<file path="src/rtl/mem_ctrl.sv">
// mem_ctrl: byte-serial fetch/load/store controller for an 8-bit RAM; load/store wins over fetch.
// Define MEM_CTRL_LOAD_SEXT_EN to sign-extend byte/half loads when mem_sext is set.
module mem_ctrl (
    input  logic        clk,
    input  logic        rst,
    input  logic        if_req,
    input  logic [31:0] if_addr,
    output logic [31:0] if_data,
    output logic        if_done,
    input  logic        mem_req,
    input  logic        mem_we,
    input  logic [31:0] mem_addr,
    input  logic [31:0] mem_wdata,
    input  logic [1:0]  mem_size,
    input  logic        mem_sext,
    output logic [31:0] mem_rdata,
    output logic        mem_done,
    output logic        stall_if,
    output logic        stall_mem,
    output logic [31:0] ram_addr,
    output logic [7:0]  ram_dout,
    output logic        ram_we,
    input  logic [7:0]  ram_din
);
    typedef enum logic [2:0] {IDLE, IF_RD, MEM_RD, MEM_WR, DONE} state_t;
    state_t      r_state;
    logic [31:0] r_ram_addr, r_if_data, r_mem_rdata;
    logic [23:0] r_buf, r_wd;
    logic [7:0]  r_ram_dout;
    logic [2:0]  r_n, r_cnt;
    logic        r_ram_we, r_if_done, r_mem_done, r_sext;
    logic [2:0]  w_n;
    logic [31:0] w_sh, w_rdata;
    logic        w_sb;
    assign w_n = mem_size == 2'b00 ? 3'd1 : mem_size == 2'b01 ? 3'd2 : 3'd4;
    // Bytes shift in from the top, so a byte or half sits in the upper lanes with its sign in bit 31.
    assign w_sh = {ram_din, r_buf};
`ifdef MEM_CTRL_LOAD_SEXT_EN
    assign w_sb = r_sext & w_sh[31];
`else
    assign w_sb = r_sext & 1'b0;
`endif
    assign w_rdata = r_n == 3'd1 ? {{24{w_sb}}, w_sh[31:24]} :
                     r_n == 3'd2 ? {{16{w_sb}}, w_sh[31:16]} : w_sh;
    assign if_data   = r_if_data;
    assign if_done   = r_if_done;
    assign mem_rdata = r_mem_rdata;
    assign mem_done  = r_mem_done;
    assign ram_addr  = r_ram_addr;
    assign ram_dout  = r_ram_dout;
    assign ram_we    = r_ram_we;
    assign stall_if  = if_req & ~r_if_done;
    assign stall_mem = mem_req & ~r_mem_done;
    always_ff @(posedge clk) begin
        if (rst) begin
            r_state     <= IDLE;
            r_ram_addr  <= '0;
            r_ram_dout  <= '0;
            r_ram_we    <= 1'b0;
            r_if_done   <= 1'b0;
            r_mem_done  <= 1'b0;
            r_if_data   <= '0;
            r_mem_rdata <= '0;
            r_buf       <= '0;
            r_wd        <= '0;
            r_n         <= '0;
            r_cnt       <= '0;
            r_sext      <= 1'b0;
        end else begin
            r_if_done  <= 1'b0;
            r_mem_done <= 1'b0;
            case (r_state)
                IDLE: begin
                    r_cnt <= '0;
                    if (mem_req) begin
                        r_ram_addr <= mem_addr;
                        r_n        <= w_n;
                        r_sext     <= mem_sext;
                        r_state    <= mem_we ? MEM_WR : MEM_RD;
                        r_ram_we   <= mem_we;
                        r_ram_dout <= mem_wdata[7:0];
                        r_wd       <= mem_wdata[31:8];
                    end else if (if_req) begin
                        r_ram_addr <= if_addr;
                        r_n        <= 3'd4;
                        r_state    <= IF_RD;
                    end
                end
                IF_RD, MEM_RD: begin
                    // Read data lags its address by one cycle, so capture runs one step behind r_cnt.
                    r_cnt <= r_cnt + 3'd1;
                    if (r_cnt + 3'd1 < r_n)
                        r_ram_addr <= r_ram_addr + 32'd1;
                    if (r_cnt != 3'd0)
                        r_buf <= w_sh[31:8];
                    if (r_cnt == r_n) begin
                        r_state <= DONE;
                        if (r_state == IF_RD) begin
                            r_if_data <= w_sh;
                            r_if_done <= 1'b1;
                        end else begin
                            r_mem_rdata <= w_rdata;
                            r_mem_done  <= 1'b1;
                        end
                    end
                end
                MEM_WR: begin
                    if (r_cnt == r_n - 3'd1) begin
                        r_state    <= DONE;
                        r_ram_we   <= 1'b0;
                        r_mem_done <= 1'b1;
                    end else begin
                        r_cnt      <= r_cnt + 3'd1;
                        r_ram_addr <= r_ram_addr + 32'd1;
                        r_ram_dout <= r_wd[7:0];
                        r_wd       <= {8'h00, r_wd[23:8]};
                    end
                end
                default: r_state <= IDLE;
            endcase
        end
    end
endmodule

</file>
<file path="config.mk">
export PLATFORM = sky130hd
export DESIGN_NAME = mem_ctrl
export DESIGN_NICKNAME = d
export VERILOG_FILES = /design/src/rtl/mem_ctrl.sv
export SDC_FILE = /design/constraint.sdc
export NUM_CORES = 1
export LEC_CHECK = 0
export ABC_AREA = 1
export CAP_MARGIN = 20
export CORE_MARGIN = 10
export CORE_UTILIZATION = 30
export CTS_CLUSTER_SIZE = 10
export DETAILED_ROUTE_END_ITERATION = 7
export GPL_TIMING_DRIVEN = 0
export HOLD_SLACK_MARGIN = 0.1
export PLACE_DENSITY_LB_ADDON = 0.08
export SLEW_MARGIN = 20
export SYNTH_ARGS = -nofsm -noshare
export SYNTH_HDL_FRONTEND = slang
export SYNTH_SLANG_ARGS = --single-unit
</file>
<file path="constraint.sdc">
create_clock -name clk -period 2.65 [get_ports clk]
set_input_delay 0.53 -clock clk [delete_from_list [all_inputs] [get_ports clk]]
set_output_delay 0.53 -clock clk [all_outputs]
set_load 0.02 [all_outputs]
</file>
==> metrics.txt <==
WL met2 15000 um; largest net degree at the start of global routing 20; Final Skew 19.2 ps; antenna diode count 0; post-synthesis adder-cell area fraction 0.0136; FF-to-FF setup slack 290 ps; pins over their slew limit 0; CTS tree yes; final setup fails 0; Period minus WS final 2370 ps; Slew headroom 0.536; initial core utilization 0.307; top sig layer met5; largest family of logic cells by synthesized area simple AND/OR/NAND/NOR gates; grt ovf 0; synthesized area per cell 6.26 um^2; post-detail-place hpwl 25400 um; crit path max fanout 16; Max-Cap Viols 0; Sink Count 164; worst slew pin tran 696 ps; Post-Syn Instances 1327; leading cell types in the layout, fill and taps excluded nand2_1, clkdlybuf4s50_1, nor2_1; first-pass GRT wire length 50900 um; hold_sp if_data[19]; input/output buffers 217; vias in the first global route 8878; status finished, final reports clean; Nets 1683; crit path from mem_req; Remaining DRCs 0; die height 186 um; Critical Path End Type output port; RR Startpoint r_cnt[0]; Worst Reg-to-Reg Cells 12; Final TNS setup 0 ps; final instance area 11600 um^2; met1 wire length 15300 um; global-route usage over all layers 0.182; CTS Hold Bufs 0; Final Core Density 0.426; core area 27100 um^2; Pre-antenna DRT Iters 5; initial antenna violation count 1; CP endpoint stall_mem; mux contribution to synthesized area 0; RePlAce Congestion 0.970; Setup crit start kind input pin; Fmax 422 MHz; Post-Synth Simple-Gate Area 0.323; Cell Pwr Density 1060 nW/um^2; Final Hold Fails 0; R2R Path End ram_addr[1]; post-synthesis cell type count 31; area growth from synthesis to layout 39.1%; Clock Latency Late Sink 440 ps; post-synthesis sequential area ratio 0.395; Pwr Total 12.2 mW; row cnt 60; DRT iter0 DRCs 680; period utilization 0.893; Placed Area 10900 um^2; kind of critical path in2out; metal3 WL 1850 um; post-CTS setup buffers 0; Die Area 34700 um^2; register bit count reported by yosys 164; clock root buffer clkbuf_16; post-CTS resize count 0; total CTS buffers 17; synthesis warning total 0; Syn Nets 1448; share of layout cells above drive strength 1 0.0394; io pins 221; Routed WL per cell 16.7 um; via-per-instance ratio 4.63; H-tree depth 4; RSZ-0062 raised after global routing no; CP Data Arrival Time 1840 ps; commonest non-fill, non-tap cell in the layout nand2_1; post-synthesis compound-gate area fraction 0.166; Routed Antenna Nets 0; Required @ worst endpoint 2120 ps; Netlist Area Pre-Place 8310 um^2; Synth Area in XOR/XNOR 0.00843; Reg clk slew, reported paths 70 ps; Routed WL 32600 um; Max clock buf depth 2; via count 9024; Leak 4.87 nW; Min-Delay Path Class reg2reg; maximum VDD drop 0.454 mV; die width 186 um
-- how the worst min path moves through the flow --
stage	end	depth (start not counted)
after floorplan	r_wd[16]	2
after detailed placement	if_data[19]	2
after global placement	if_data[22]	2
final	if_data[19]	2
after global routing	if_data[22]	2
after CTS	if_data[19]	2
-- metrics by stage --
step                      worst slack [ps]  hold WS (ps)  std cells
after floorplan                        628           440       1327
after global placement                22.8           434       1916
after detailed placement             -6.04           436       1916
after CTS                             49.1           447       1948
after global routing                  35.3           466       1947
final                                  283           445       1947
-- cells by family after synthesis --
| logic type | after synthesis |
|---|---|
| xor+xnor | 8 |
| flops | 164 |
| simple gates | 680 |
| buf+inv | 198 |
| fa+ha+maj | 9 |
| compound gates | 268 |
-- sequential cells by signal, summed over array words and instances (netlist names) --
name,cells
r_wd,24
r_cnt,3
r_state,3
ram_dout,8
mem_done,1
r_n,3
ram_we,1
mem_rdata,32
if_data,32
ram_addr,32
if_done,1
r_buf,24
-- cells in the mapped netlist (all sizes together) --
cell	instances	area [um^2]
nand3	41	215
clkinv	2	7.51
dfxtp	164	3280
o211ai	5	37.5
nor2	191	719
nand4	10	62.6
buf	21	115
inv	127	477
clkbuf	48	180
a21oi	122	611
o21ai	130	651
ha	9	113
nor3	6	41.3
o21a	1	7.51
and2	2	12.5
a211oi	1	7.51
xor2	7	61.3
xnor2	1	8.76
nand3b	1	7.51
a22oi	3	22.5
nand2	424	1590
or2	5	31.3
a21boi	6	45.1
-- power by group --
part	leakage (nW)	switching (mW)	internal, mW
combinational	3.23	3.56	2.18
sequential	1.34	0.666	3.26
clock	0.291	1.25	1.28
total	4.87	5.48	6.71
-- critical path, cell delays in order --
cell and delay (ps):
buf_2 220, inv_1 300, nor2_1 160, clkdlybuf4s50_1 620
-- layout make-up --
type	instances	area, um^2
Tap cell	372	465
Buffer	68	293
Clock buffer	17	425
Clock inverter	15	183
Multi-Input combinational cell	965	4250
Timing Repair Buffer	217	2170
Inverter	129	484
Sequential cell	164	3280
Fill cell	2909	15500
-- layer usage --
metal / vias to the layer above / GRT usage
li1: 4645 / -
met1: 4093 / 0.234
met2: 263 / 0.304
met3: 21 / 0.0456
met4: 2 / 0.0341
met5: - / 0
Power figures use the tool's default switching activity.
